## src/rtl/cpu_io_pkg.sv

```systemverilog
// Shared types and constants for the Z80 I/O bridge: FSM state encoding,
// write-FIFO entry layout and the idle level of a filtered strobe.
package cpu_io_pkg;

  typedef enum logic [1:0] {
    ST_IDLE     = 2'd0,
    ST_REQ      = 2'd1,
    ST_WAIT_ACK = 2'd2,
    ST_HOLD     = 2'd3
  } state_t;

  // Widest port index the bridge supports (NUM_PORTS up to 16).
  localparam int MAX_AW = 4;

  typedef struct packed {
    logic [MAX_AW-1:0] adr;
    logic [7:0]        data;
  } fifo_entry_t;

  // Filtered strobes are active-high internally; this is their idle level.
  localparam logic STROBE_INACTIVE = 1'b0;

endpackage

```

## src/rtl/cpu_io_bridge_strobe_filter.sv

```systemverilog
// Two-flop synchroniser followed by a FILTER_LEN-sample agreement filter.
// The filtered output flips only after FILTER_LEN consecutive synchronised
// samples disagree with it, giving FILTER_LEN+2 cycles from raw to output.
module strobe_filter
  import cpu_io_pkg::*;
#(
  parameter int FILTER_LEN = 3
) (
  input  logic clk_w,
  input  logic reset_n_w,
  input  logic strobe_raw,
  output logic strobe_filt
);

  localparam int CW = (FILTER_LEN > 1) ? $clog2(FILTER_LEN) : 1;
  localparam logic [CW-1:0] CNT_LOAD = CW'(FILTER_LEN - 1);

  logic          sync_1;
  logic          sync_2;
  logic [CW-1:0] cnt;

  // Bring the asynchronous strobe into the clk_w domain.
  always_ff @(posedge clk_w or negedge reset_n_w) begin
    if (!reset_n_w) begin
      sync_1 <= STROBE_INACTIVE;
      sync_2 <= STROBE_INACTIVE;
    end else begin
      sync_1 <= strobe_raw;
      sync_2 <= sync_1;
    end
  end

  // Down-counter reloads whenever the sample agrees; flip the output at terminal count.
  always_ff @(posedge clk_w or negedge reset_n_w) begin
    if (!reset_n_w) begin
      cnt         <= CNT_LOAD;
      strobe_filt <= STROBE_INACTIVE;
    end else if (sync_2 == strobe_filt) begin
      cnt <= CNT_LOAD;
    end else if (cnt == '0) begin
      strobe_filt <= sync_2;
      cnt         <= CNT_LOAD;
    end else begin
      cnt <= cnt - CW'(1);
    end
  end

endmodule

```

## src/rtl/cpu_io_bridge.sv

```systemverilog
// Z80 I/O port bridge: decodes a block of NUM_PORTS ports at BASE_ADDR,
// filters the bus strobes and turns each accepted cycle into a one-cycle
// req/ack handshake towards the core.
// Optional build macro CPU_IO_WRITE_FIFO_EN: posted writes through a
// FIFO_DEPTH-entry FIFO, with reads ordered behind queued writes.
//
// state       | meaning
// ST_IDLE     | no transaction; picks FIFO head (if enabled) or pending read/write
// ST_REQ      | req asserted for this single cycle; ack here is honoured
// ST_WAIT_ACK | waiting for core ack; wrt/adr/dbo frozen
// ST_HOLD     | transaction done; wait for both filtered strobes to go idle
module cpu_io_bridge
  import cpu_io_pkg::*;
#(
  parameter logic [7:0] BASE_ADDR  = 8'h98,
  parameter int          NUM_PORTS  = 4,
  parameter int          FILTER_LEN = 3,
  parameter int          FIFO_DEPTH = 4
) (
  input  logic                         clk_w,
  input  logic                         reset_n_w,
  input  logic [7:0]                   io_addr,
  input  logic                         iorq_n,
  input  logic                         rd_n,
  input  logic                         wr_n,
  input  logic [7:0]                   cd_in,
  output logic [7:0]                   cd_out,
  output logic                         cd_oe,
  output logic                         req,
  output logic                         wrt,
  output logic [$clog2(NUM_PORTS)-1:0] adr,
  output logic [7:0]                   dbo,
  input  logic                         ack,
  input  logic [7:0]                   dbi,
  output logic                         busy,
  output logic                         overflow
);

  localparam int AW = $clog2(NUM_PORTS);

  logic          hit;
  logic [AW-1:0] port_idx;
  logic          rd_f;
  logic          wr_f;
  logic          rd_q;
  logic          wr_q;
  logic          accept_rd;
  logic          accept_wr;
  logic          take_new;

  state_t        state;
  logic          pend;
  logic          pend_wr;
  logic [AW-1:0] hold_adr;
  logic [7:0]    hold_data;

  assign hit      = ~iorq_n & (io_addr[7:AW] == BASE_ADDR[7:AW]);
  assign port_idx = io_addr[AW-1:0];

  // Read data is driven straight off the raw bus strobes so it tracks bus timing.
  assign cd_oe = hit & ~rd_n & wr_n;

  strobe_filter #(.FILTER_LEN(FILTER_LEN)) u_rd_filter (
    .clk_w      (clk_w),
    .reset_n_w  (reset_n_w),
    .strobe_raw (hit & ~rd_n),
    .strobe_filt(rd_f)
  );

  strobe_filter #(.FILTER_LEN(FILTER_LEN)) u_wr_filter (
    .clk_w      (clk_w),
    .reset_n_w  (reset_n_w),
    .strobe_raw (hit & ~wr_n),
    .strobe_filt(wr_f)
  );

  // Previous filtered levels for rising-edge detection.
  always_ff @(posedge clk_w or negedge reset_n_w) begin
    if (!reset_n_w) begin
      rd_q <= STROBE_INACTIVE;
      wr_q <= STROBE_INACTIVE;
    end else begin
      rd_q <= rd_f;
      wr_q <= wr_f;
    end
  end

  // A rising edge counts only when the other strobe is idle; both together is a bus fault.
  assign accept_rd = rd_f & ~rd_q & ~wr_f;
  assign accept_wr = wr_f & ~wr_q & ~rd_f;

`ifdef CPU_IO_WRITE_FIFO_EN
  localparam int PW = $clog2(FIFO_DEPTH);

  fifo_entry_t   fifo_mem [FIFO_DEPTH];
  fifo_entry_t   fifo_head;
  logic [PW-1:0] wptr;
  logic [PW-1:0] rptr;
  logic [PW:0]   fifo_count;
  logic          fifo_full;
  logic          push_ok;
  logic          pop;

  assign fifo_full = (fifo_count == (PW+1)'(FIFO_DEPTH));
  assign push_ok   = accept_wr & ~fifo_full;
  // The head stays queued until the core acks it, so a stalled drain still occupies a slot.
  assign pop       = wrt & ack & ((state == ST_REQ) || (state == ST_WAIT_ACK));
  assign fifo_head = fifo_mem[rptr];
  assign busy      = fifo_full;
  assign take_new  = accept_rd & ~pend;

  // FIFO storage needs no reset; validity comes from the pointers.
  always_ff @(posedge clk_w) begin
    if (push_ok) begin
      fifo_mem[wptr] <= {MAX_AW'(port_idx), cd_in};
    end
  end

  // Pointer, occupancy and sticky overflow bookkeeping.
  always_ff @(posedge clk_w or negedge reset_n_w) begin
    if (!reset_n_w) begin
      wptr       <= '0;
      rptr       <= '0;
      fifo_count <= '0;
      overflow   <= 1'b0;
    end else begin
      if (push_ok) wptr <= wptr + PW'(1);
      if (pop)     rptr <= rptr + PW'(1);
      case ({push_ok, pop})
        2'b10:   fifo_count <= fifo_count + (PW+1)'(1);
        2'b01:   fifo_count <= fifo_count - (PW+1)'(1);
        default: fifo_count <= fifo_count;
      endcase
      if (accept_wr && fifo_full) overflow <= 1'b1;
    end
  end
`else
  assign busy     = 1'b0;
  assign overflow = 1'b0;
  assign take_new = (accept_rd | accept_wr) & ~pend;
`endif

  // Transaction FSM with registered core-side outputs and holding registers.
  always_ff @(posedge clk_w or negedge reset_n_w) begin
    if (!reset_n_w) begin
      state     <= ST_IDLE;
      req       <= 1'b0;
      wrt       <= 1'b0;
      adr       <= '0;
      dbo       <= '0;
      cd_out    <= 8'hFF;
      pend      <= 1'b0;
      pend_wr   <= 1'b0;
      hold_adr  <= '0;
      hold_data <= '0;
    end else begin
      req <= 1'b0;
      if (take_new) begin
        pend      <= 1'b1;
        pend_wr   <= accept_wr;
        hold_adr  <= port_idx;
        hold_data <= cd_in;
      end
      case (state)
        ST_IDLE: begin
`ifdef CPU_IO_WRITE_FIFO_EN
          if (fifo_count != '0) begin
            req   <= 1'b1;
            wrt   <= 1'b1;
            adr   <= fifo_head.adr[AW-1:0];
            dbo   <= fifo_head.data;
            state <= ST_REQ;
          end else if (pend) begin
            req   <= 1'b1;
            wrt   <= pend_wr;
            adr   <= hold_adr;
            dbo   <= hold_data;
            pend  <= 1'b0;
            state <= ST_REQ;
          end else if (accept_wr) begin
            state <= ST_HOLD;
          end
`else
          if (pend) begin
            req   <= 1'b1;
            wrt   <= pend_wr;
            adr   <= hold_adr;
            dbo   <= hold_data;
            pend  <= 1'b0;
            state <= ST_REQ;
          end
`endif
        end
        ST_REQ, ST_WAIT_ACK: begin
          if (ack) begin
            if (!wrt) cd_out <= dbi;
            state <= ST_HOLD;
          end else begin
            state <= ST_WAIT_ACK;
          end
        end
        ST_HOLD: begin
          if ((rd_f == STROBE_INACTIVE) && (wr_f == STROBE_INACTIVE)) state <= ST_IDLE;
        end
        default: state <= ST_IDLE;
      endcase
    end
  end

endmodule

```

## config.mk

```make
export PLATFORM = sky130hd
export DESIGN_NAME = cpu_io_bridge
export DESIGN_NICKNAME = d
export VERILOG_FILES = /design/src/rtl/cpu_io_pkg.sv /design/src/rtl/cpu_io_bridge_strobe_filter.sv /design/src/rtl/cpu_io_bridge.sv
export SDC_FILE = /design/constraint.sdc
export NUM_CORES = 1
export LEC_CHECK = 0
export CAP_MARGIN = 20
export CORE_ASPECT_RATIO = 1.2
export CORE_MARGIN = 5
export CORE_UTILIZATION = 47
export CTS_CLUSTER_SIZE = 30
export DETAILED_ROUTE_END_ITERATION = 10
export HOLD_SLACK_MARGIN = 0.02
export PLACE_DENSITY = 0.79
export SETUP_SLACK_MARGIN = 0.3
export SLEW_MARGIN = 0
export SYNTH_ARGS = -nofsm -noshare
export SYNTH_HDL_FRONTEND = slang
export SYNTH_SLANG_ARGS = --single-unit
```

## constraint.sdc

```tcl
create_clock -name clk_w -period 2.2 [get_ports clk_w]
set_input_delay 0.33 -clock clk_w [delete_from_list [all_inputs] [get_ports clk_w]]
set_output_delay 0.33 -clock clk_w [all_outputs]
set_load 0.01 [all_outputs]
```

; Yosys cells after proc, flatten, opt, wreduce, memory -nomap -nowiden
; Cells that the tools add are included.
[classes]
n_mux = 13
bitwise_logic = 21
n_reduce_logical = 10
eq_ne = 8
addsub = 2
[ops]
columns = operator, count
row1 = 2-bit 2-to-1 mux, 6
row2 = 1-bit inverter, 11
row3 = 1-bit AND, 9
row4 = 2-bit AND reduction, 4
row5 = 6-bit == test (second input constant), 1
row6 = 2-bit zero test, 3
row7 = 1-bit 2-to-1 mux, 6
row8 = 2-bit case mux with 3 select lines, 1
row9 = 2-bit == test (second input constant), 2
row10 = 2-bit != test (second input constant), 2
row11 = 2-bit by 1-bit subtractor with 2-bit output (second input constant), 2
row12 = 3-bit AND reduction, 1
row13 = 1-bit == test, 2
row14 = 2-bit by 1-bit == test with 1-bit output (second input constant), 1
row15 = 2-bit OR reduction, 1
row16 = 1-bit logical AND, 1
row17 = 1-bit bitwise OR, 1
[totals]
wordCells = 74
output_inout_bits = 23
input_bits = 30
ff_bits = 46

; Depth between registers and ports, before layout
; Gate-level depths: netlist of the first run.
[logic_depth]
word_depth = 8
depth_mapped = 6

; Cells and area by module
; A second synthesis of the first run with hierarchy kept.
[hier_totals]
hier_cells = 126
area_unflattened_um2 = 1881.8
[modules_own_cells]
columns = module, instances, seq_area_each_um2, cells_each, area_per_inst_um2
row1 = cpu_io_bridge, 1, 910.9, 100, 1503.9
row2 = strobe_filter, 2, 126.4, 13, 188.9

; Least setup slack after synthesis of the first run
; OpenSTA, ideal clock, no wires.
[synth_timing]
path_kind = reg2reg
startpoint = reg u_rd_filter.strobe_filt
endpoint = reg hold_adr[0]
arrival_time_ns = 1.466
path_stages_with_launch = 5
path_slack_ns = 0.609
synth_period_minus_slack_ns = 1.591
path_cell_list = dfrtp_1 -> or3b_1 -> a21oi_2 -> buf_6 -> mux2_4
[synth_between]
elab_chain_len = 4
elab_cells_between_ends = 6
classes_between = bitwise (6)
[synth_rtl]
columns = item, line
row1 = "start, declared", cpu_io_bridge_strobe_filter.sv:12  ; output logic strobe_filt
row2 = "start signal, assigned", cpu_io_bridge_strobe_filter.sv:41  ; strobe_filt <= sync_2;
row3 = 1-bit AND or 1-bit inverter (tied branches), "cpu_io_bridge.sv:89, cpu_io_bridge.sv:90"
row4 = "1-bit AND, on equally long branches", "cpu_io_bridge.sv:89, cpu_io_bridge.sv:90"
row5 = 1-bit bitwise OR *, cpu_io_bridge.sv:140  ; assign take_new = (accept_rd | accept_wr) & ~pend;
row6 = 1-bit AND *, cpu_io_bridge.sv:140
row7 = "end signal, assigned", cpu_io_bridge.sv:161  ; hold_adr <= port_idx;
row8 = "end, declared", cpu_io_bridge.sv:54  ; logic [AW-1:0] hold_adr;
; Every way passes the cells marked *; elsewhere a longest branch is shown, timed or not.
; A chain may end at the register's enable or synchronous reset.

; Final worst setup path of the first run
[layout_timing]
startpoint = reg u_rd_filter.strobe_filt
endpoint = reg hold_data[5]
[layout_between]
elab_chain_len = 4
elab_cells_between_ends = 6
classes_between = bitwise (6)
[layout_rtl]
columns = item, line
row1 = 1-bit AND or 1-bit inverter (tied branches), "cpu_io_bridge.sv:89, cpu_io_bridge.sv:90"
row2 = "1-bit AND, on equally long branches", "cpu_io_bridge.sv:89, cpu_io_bridge.sv:90"
row3 = 1-bit bitwise OR *, cpu_io_bridge.sv:140
row4 = 1-bit AND *, cpu_io_bridge.sv:140
row5 = "end signal, assigned", cpu_io_bridge.sv:162  ; hold_data <= cd_in;
row6 = "end, declared", cpu_io_bridge.sv:55  ; logic [7:0] hold_data;
; Marked as above.

==> results of run 1 <==
per-stage QoR:
stage	util (%)	hold slack [ns]	power (mW)
after floorplan	-	0.0344	1.37
after global placement	62.1	0.335	1.61
after detailed placement	62.1	0.336	1.65
after CTS	65.3	0.178	2.25
after global routing	65.4	0.226	2.35
final	65.4	0.157	2.21
cells in the mapped netlist, drive strengths merged:
cell,instances,area share (%)
xor2,2,0.94
or2,1,0.34
mux2,32,21
dfrtp,36,48
buf,4,1.6
nor4bb,1,0.54
or3b,2,0.94
nand2,5,1.0
o21ai,4,1.1
inv,10,2.0
dfstp,10,14
and2,2,0.67
nand3b,1,0.40
clkbuf,1,0.20
mux2i,1,0.54
a31oi,1,0.34
nor4b,1,0.47
ha,6,4.0
nor3,2,0.54
conb,1,0.20
a21oi,1,0.47
kinds of logic after synthesis:
family / Yosys count / share of synthesized area, %
buf+inv: 15 / 3.83
simple gates: 15 / 4.91
fa+ha+maj: 6 / 4.03
flops: 46 / 62.5
compound gates: 6 / 1.88
mux: 33 / 21.7
other cells: 1 / 0.201
xor+xnor: 2 / 0.941
metal layers:
metal / GRT usage (%) / vias up
li1: - / 527
met1: 14.5 / 552
met2: 25.1 / 43
met3: 3.54 / 5
met4: 7.30 / 0
met5: 0 / -
power by group:
part           internal, mW  switching (mW)  leakage (nW)
registers              1.01          0.0515         0.603
clock network         0.339           0.256        0.0514
logic                 0.347           0.210         0.548
total                  1.69           0.517          1.20
sequential cells by signal, indices dropped and copies added (netlist names):
name                     cells
pend_wr                      1
u_wr_filter.sync_2           1
dbo                          8
wr_q                         1
rd_q                         1
wrt                          1
u_wr_filter.strobe_filt      1
adr                          2
u_wr_filter.cnt              2
u_rd_filter.sync_1           1
u_rd_filter.cnt              2
hold_data                    8
req                          1
u_rd_filter.strobe_filt      1
state                        2
hold_adr                     2
cd_out                       8
u_wr_filter.sync_1           1
u_rd_filter.sync_2           1
pend                         1
final cells by class:
| cell class | count | area (sq um) |
|---|---|---|
| inverters | 10 | 37.5 |
| fillers | 319 | 1340 |
| repair buffers | 53 | 515 |
| clock inverters | 2 | 37.5 |
| multi-input cells | 64 | 643 |
| clock buffers | 6 | 72.6 |
| flip-flops and latches | 46 | 1160 |
| well taps | 54 | 67.6 |
final timing paths:
| path | startpoint | end | slack, ns | cells past startpoint |
|---|---|---|---|---|
| max | u_rd_filter.strobe_filt | hold_data[5] | 0.41 | 4 |
| min | reset_n_w | wrt | 0.16 | 1 |
| max reg2reg | u_rd_filter.strobe_filt | hold_data[5] | 0.41 | 4 |
| min reg2reg | u_wr_filter.sync_1 | u_wr_filter.sync_2 | 0.35 | 0 |
| max in group asynchronous | reset_n_w | cd_out[7] | 1.34 | 2 |
| min in group clk_w | u_wr_filter.sync_1 | u_wr_filter.sync_2 | 0.35 | 0 |
critical path: stages (launching register included):
cell and delay [ns]:
dfrtp_1 0.44, or3b_1 0.44, a21oi_2 0.22, buf_4 0.26, mux2_4 0.32
repair_timing:
action | CTS | global route
gates resized for setup | 9 | 2
pin swaps | 3 | 3
setup endpoints to repair | 1 | 1
buffers inserted | 1 | 0
==> out/qor.csv, run 1 <==
stage,metric,value,unit
routing,top_layer_used,met4,
global_routing,overflow,0,
timing,hold_viol,0,
timing,finalCritPeriodShare,81.2,%
worst_setup_path,crit_path_end_kind,flip-flop,
clock_tree,cts_root_buffer,clkbuf_8,
cells_and_area,final_common_cell,clkdlybuf4s50_1,
cells_and_area,drive_gt1_share,32.0,%
hold_path,hold_path_class,in -> async,
clock_tree,clockBufferDepth,2,
placement,post-dp-hpwl,2.58,mm
floorplanning,ioPinCount,53,
routing,drc,0,
placement,dp_cells,226,
synthesis,yosysUniqueCellTypes,24,
timing,fin_crit,1.79,ns
timing,setup_tns,0,ns
floorplanning,core,3880,sq um
routing,wl_met2,1.79,mm
cells_and_area,fin_nets,216,
cells_and_area,stdcell_count,235,
routing,vias,1127,
timing,tightest_slew,0.887,ns
cells_and_area,syn_to_final_growth,36.3,%
flow_run,maxCapViolations,0,
cells_and_area,stdcell_area,2540,sq um
cells_and_area,mostFrequentLayoutCells,"44 x clkdlybuf4s50_1, 36 x dfrtp_1, 23 x mux2_2",
timing,slew_violations,0,
pwr,leakage,1.20,nW
routing,wl_met3,227,microns
clock_tree,cts_sinks,46,
synthesis,netlist_instances,124,
worst_setup_path,cp.required,2.37,ns
global_routing,grt_pass1_wl,5.44,mm
synthesis,synth-seq-area-share,62.5,%
global_routing,antenna_found_initial,0,
placement,gp_congestion,0.748,
synthesis,synth_seq_cells,46,
worst_setup_path,critPathMaxFanout,9,
routing,drt-met1-wl,1.26,mm
floorplanning,num_rows,25,
timing,postLayoutSetupSlackWorst,0.414,ns
floorplanning,start_util,48.0,%
global_routing,grt_max_degree,43,
clock_tree,postCtsHoldBufs,0,
placement,port_buffers,50,
synthesis,ys_warn_count,0,
pwr,ir_drop,542,uV
run_status,status,finished clean,
clock_tree,tritoncts,done,
clock_tree,cts_buffers,5,
synthesis,avgSynthCellArea,15.0,sq um
global_routing,grtUsageTotal,14.0,%
routing,wl_per_cell,14.2,microns
cells_and_area,diodes,0,
pwr,power_density,871,nW/um^2
global_routing,grt_pass1_vias,1268,
timing,finalSetupViolations,0,
routing,drtPass1Iterations,4,
worst_setup_path,crit_type,reg -> reg,
floorplanning,die_area,5330,sq um
clock_tree,path_clk_slew,0.08,ns
timing,rsz0062_at_grt,false,
routing,route.antenna.remaining_nets,0,
synthesis,syn_area,1860,sq um
placement,placed_cell_area,2410,sq um
routing,post_drt_via_cell_ratio,4.80,
timing,clock_skew,0.00958,ns
worst_setup_path,start_kind,flip-flop,
routing,drt_iter0_drc,25,
routing,wl,3.33,mm
timing,max_freq,560,MHz
placement,dpl_worst_slack,-0.216,ns
worst_setup_path,crit_arrival,1.96,ns
floorplanning,die_h,78.9,microns
clock_tree,worstSkewPairLatency,0.29,ns
clock_tree,htreeDepth,2,
timing,slew_headroom,40.8,%
floorplanning,fp.dieW,67.5,microns
Note: power is estimated with default switching activity, not from simulation.
==> inputs of run 2 (changes only) <==
--- a/config.mk
+++ b/config.mk
@@ -8,11 +8,11 @@
 export CAP_MARGIN = 20
 export CORE_ASPECT_RATIO = 1.2
 export CORE_MARGIN = 5
-export CORE_UTILIZATION = 47
+export CORE_UTILIZATION = 42
 export CTS_CLUSTER_SIZE = 30
 export DETAILED_ROUTE_END_ITERATION = 10
 export HOLD_SLACK_MARGIN = 0.02
-export PLACE_DENSITY = 0.79
+export PLACE_DENSITY = 0.75
 export SETUP_SLACK_MARGIN = 0.3
 export SLEW_MARGIN = 0
 export SYNTH_ARGS = -nofsm -noshare
==> constraint.sdc (replaced) <==
create_clock -name clk_w -period 1.4 [get_ports clk_w]
set_input_delay 0.21 -clock clk_w [delete_from_list [all_inputs] [get_ports clk_w]]
set_output_delay 0.21 -clock clk_w [all_outputs]
set_load 0.01 [all_outputs]
==> out/qor.csv, run 2 (synthesized netlist as in run 1, its figures left out) <==
stage,metric,value,unit,change
clock_tree,tritoncts,done,,
routing,wl_per_cell,15.3,microns,+8.0%
floorplanning,ioPinCount,53,,unchanged
placement,post-dp-hpwl,2.72,mm,+5.5%
cells_and_area,drive_gt1_share,57.4,%,+25 points
timing,postLayoutSetupSlackWorst,-0.210,ns,-0.624 ns
routing,post_drt_via_cell_ratio,4.62,,-3.7%
worst_setup_path,worstPathCellList,or3b_4 > a21oi_4 > buf_12 > mux2_4,,
worst_setup_path,start_kind,flip-flop,,
timing,hold_viol,0,,unchanged
clock_tree,clockBufferDepth,2,,unchanged
cells_and_area,fin_nets,237,,+9.7%
routing,route.antenna.remaining_nets,0,,unchanged
floorplanning,start_util,43.4,%,-4.6 points
clock_tree,path_clk_slew,0.08,ns,about the same
placement,gp_congestion,0.731,,-2.2%
cells_and_area,diodes,0,,unchanged
cells_and_area,multi_input_area,776,sq um,+21%
global_routing,grt_max_degree,24,,-44%
worst_setup_path,critPathMaxFanout,10,,+1
global_routing,grt_pass1_vias,1387,,+9.4%
pwr,ir_drop,735,uV,+36%
clock_tree,cts_sinks,46,,unchanged
routing,drt_iter0_drc,39,,+56%
worst_setup_path,crit_arrival,1.80,ns,-0.16 ns
clock_tree,cts_buffers,5,,unchanged
cells_and_area,regArea,1160,sq um,unchanged
pwr,power_density,1440,nW/um^2,+65%
cells_and_area,mostFrequentLayoutCells,"36 x dfrtp_1, 22 x mux2_4, 22 x clkdlybuf4s50_1",,
clock_tree,htreeDepth,2,,unchanged
hold_path,hold_path_class,reg -> reg,,
worst_setup_path,critPathMaxStageDelay,0.41,ns,-0.03 ns
floorplanning,die_area,5870,sq um,+10%
cells_and_area,final_util,65.8,%,+0.40 points
cells_and_area,fill_cells,332,,+4.1%
clock_tree,worstSkewPairLatency,0.30,ns,about the same
timing,finalCritPeriodShare,115,%,+34 points
global_routing,antenna_found_initial,0,,unchanged
flow_run,maxCapViolations,0,,unchanged
worst_setup_path,crit_slowest_cell,dfrtp_1,,
routing,drtPass1Iterations,4,,unchanged
worst_setup_path,crit_type,reg -> reg,,
worst_setup_path,crit_path_end_kind,flip-flop,,
floorplanning,num_rows,26,,+4.0%
placement,dp_cells,239,,+5.8%
pwr,leakage,1.44,nW,+20%
worst_setup_path,cp.required,1.59,ns,-0.78 ns
placement,placed_cell_area,2590,sq um,+7.7%
placement,port_buffers,50,,unchanged
timing,clock_skew,0.0103,ns,+0.000680 ns
cells_and_area,syn_to_final_growth,51.8,%,
floorplanning,die_h,82.9,microns,+5.1%
timing,slew_violations,0,,unchanged
timing,rsz0062_at_grt,true,,
routing,vias,1192,,+5.8%
timing,max_freq,621,MHz,+11%
global_routing,grt_pass1_wl,6.55,mm,+20%
routing,drc,0,,unchanged
timing,setup_tns,-2.17,ns,-2.17 ns
routing,wl,3.94,mm,+19%
global_routing,grtUsageTotal,14.3,%,+0.31 points
timing,finalSetupViolations,11,,+11
timing,fin_crit,1.61,ns,-0.176 ns
cells_and_area,top_regs,"cd_out x8, dbo x8, hold_data x8",,
run_status,violations,negative setup slack,,
floorplanning,core,4290,sq um,+11%
cells_and_area,stdcell_count,258,,+9.8%
clock_tree,cts_root_buffer,clkbuf_8,,
run_status,status,"complete, but fails checks",,
global_routing,overflow,0,,unchanged
cells_and_area,stdcell_area,2830,sq um,+11%
floorplanning,fp.dieW,70.8,microns,+4.9%
cells_and_area,final_common_cell,dfrtp_1,,
run 2: worst paths after layout:
path	startpoint	endpoint	slack, ns	depth (start not counted)
max in group asynchronous	reset_n_w	cd_out[2]	0.45	3
worst min register to register	u_rd_filter.sync_1	u_rd_filter.sync_2	0.36	0
worst max-delay path	u_wr_filter.strobe_filt	hold_data[6]	-0.21	4
worst max register to register	u_wr_filter.strobe_filt	hold_data[6]	-0.21	4
min in group asynchronous	reset_n_w	u_wr_filter.cnt[0]	0.38	2
worst min-delay path	u_rd_filter.sync_1	u_rd_filter.sync_2	0.36	0
run 2: stage by stage:
step	hold WS (ns)	power, mW	setup WS [ns]
global route	0.374	4.28	-0.241
detailed placement	0.184	2.81	-0.779
CTS	0.361	4.10	-0.217
finish	0.357	4.07	-0.210
global placement	0.178	2.76	-0.726
floorplan	-0.0856	2.31	-0.166
run 2: area by class of cell:
type / count / area share [%]
sequential: 46 / 41.2
multi-input combinational: 64 / 27.4
timing repair buffer: 74 / 22.7
tap: 56 / 2.48
clock buffer: 5 / 2.43
clock inverter: 3 / 2.43
inverter: 10 / 1.33
run 2: worst max-delay path, delay by kind of cell (launching register included):
family                 cells  cell delay [ns]
flip-flops                 1             0.41
AND/OR/NAND/NOR            1             0.40
multiplexers               1             0.31
AO/OA/AOI/OAI              1             0.20
buffers and inverters      1             0.17
run 2: what timing repair did:
action	CTS	global route
endpoints found under the setup margin	58	45
buffers inserted	9	1
endpoints found under the hold margin	12	0
hold buffers	1	0
pin swaps	7	2
gates cloned	0	0
gates resized for setup	120	5
run 2: report_power, final:
group | switching, mW | internal [mW] | leakage (nW)
registers | 0.114 | 1.58 | 0.603
logic | 0.424 | 0.787 | 0.768
clock network | 0.444 | 0.715 | 0.0683
total | 0.981 | 3.09 | 1.44
run 2: per-layer routing:
layer | GRT usage [%] | vias to the layer above | share of wire, %
met5 | 0 | - | 0
li1 | - | 560 | -
met1 | 16.2 | 580 | 39
met4 | 5.64 | 0 | 1.9
met2 | 24.6 | 45 | 53
met3 | 4.35 | 7 | 6.7
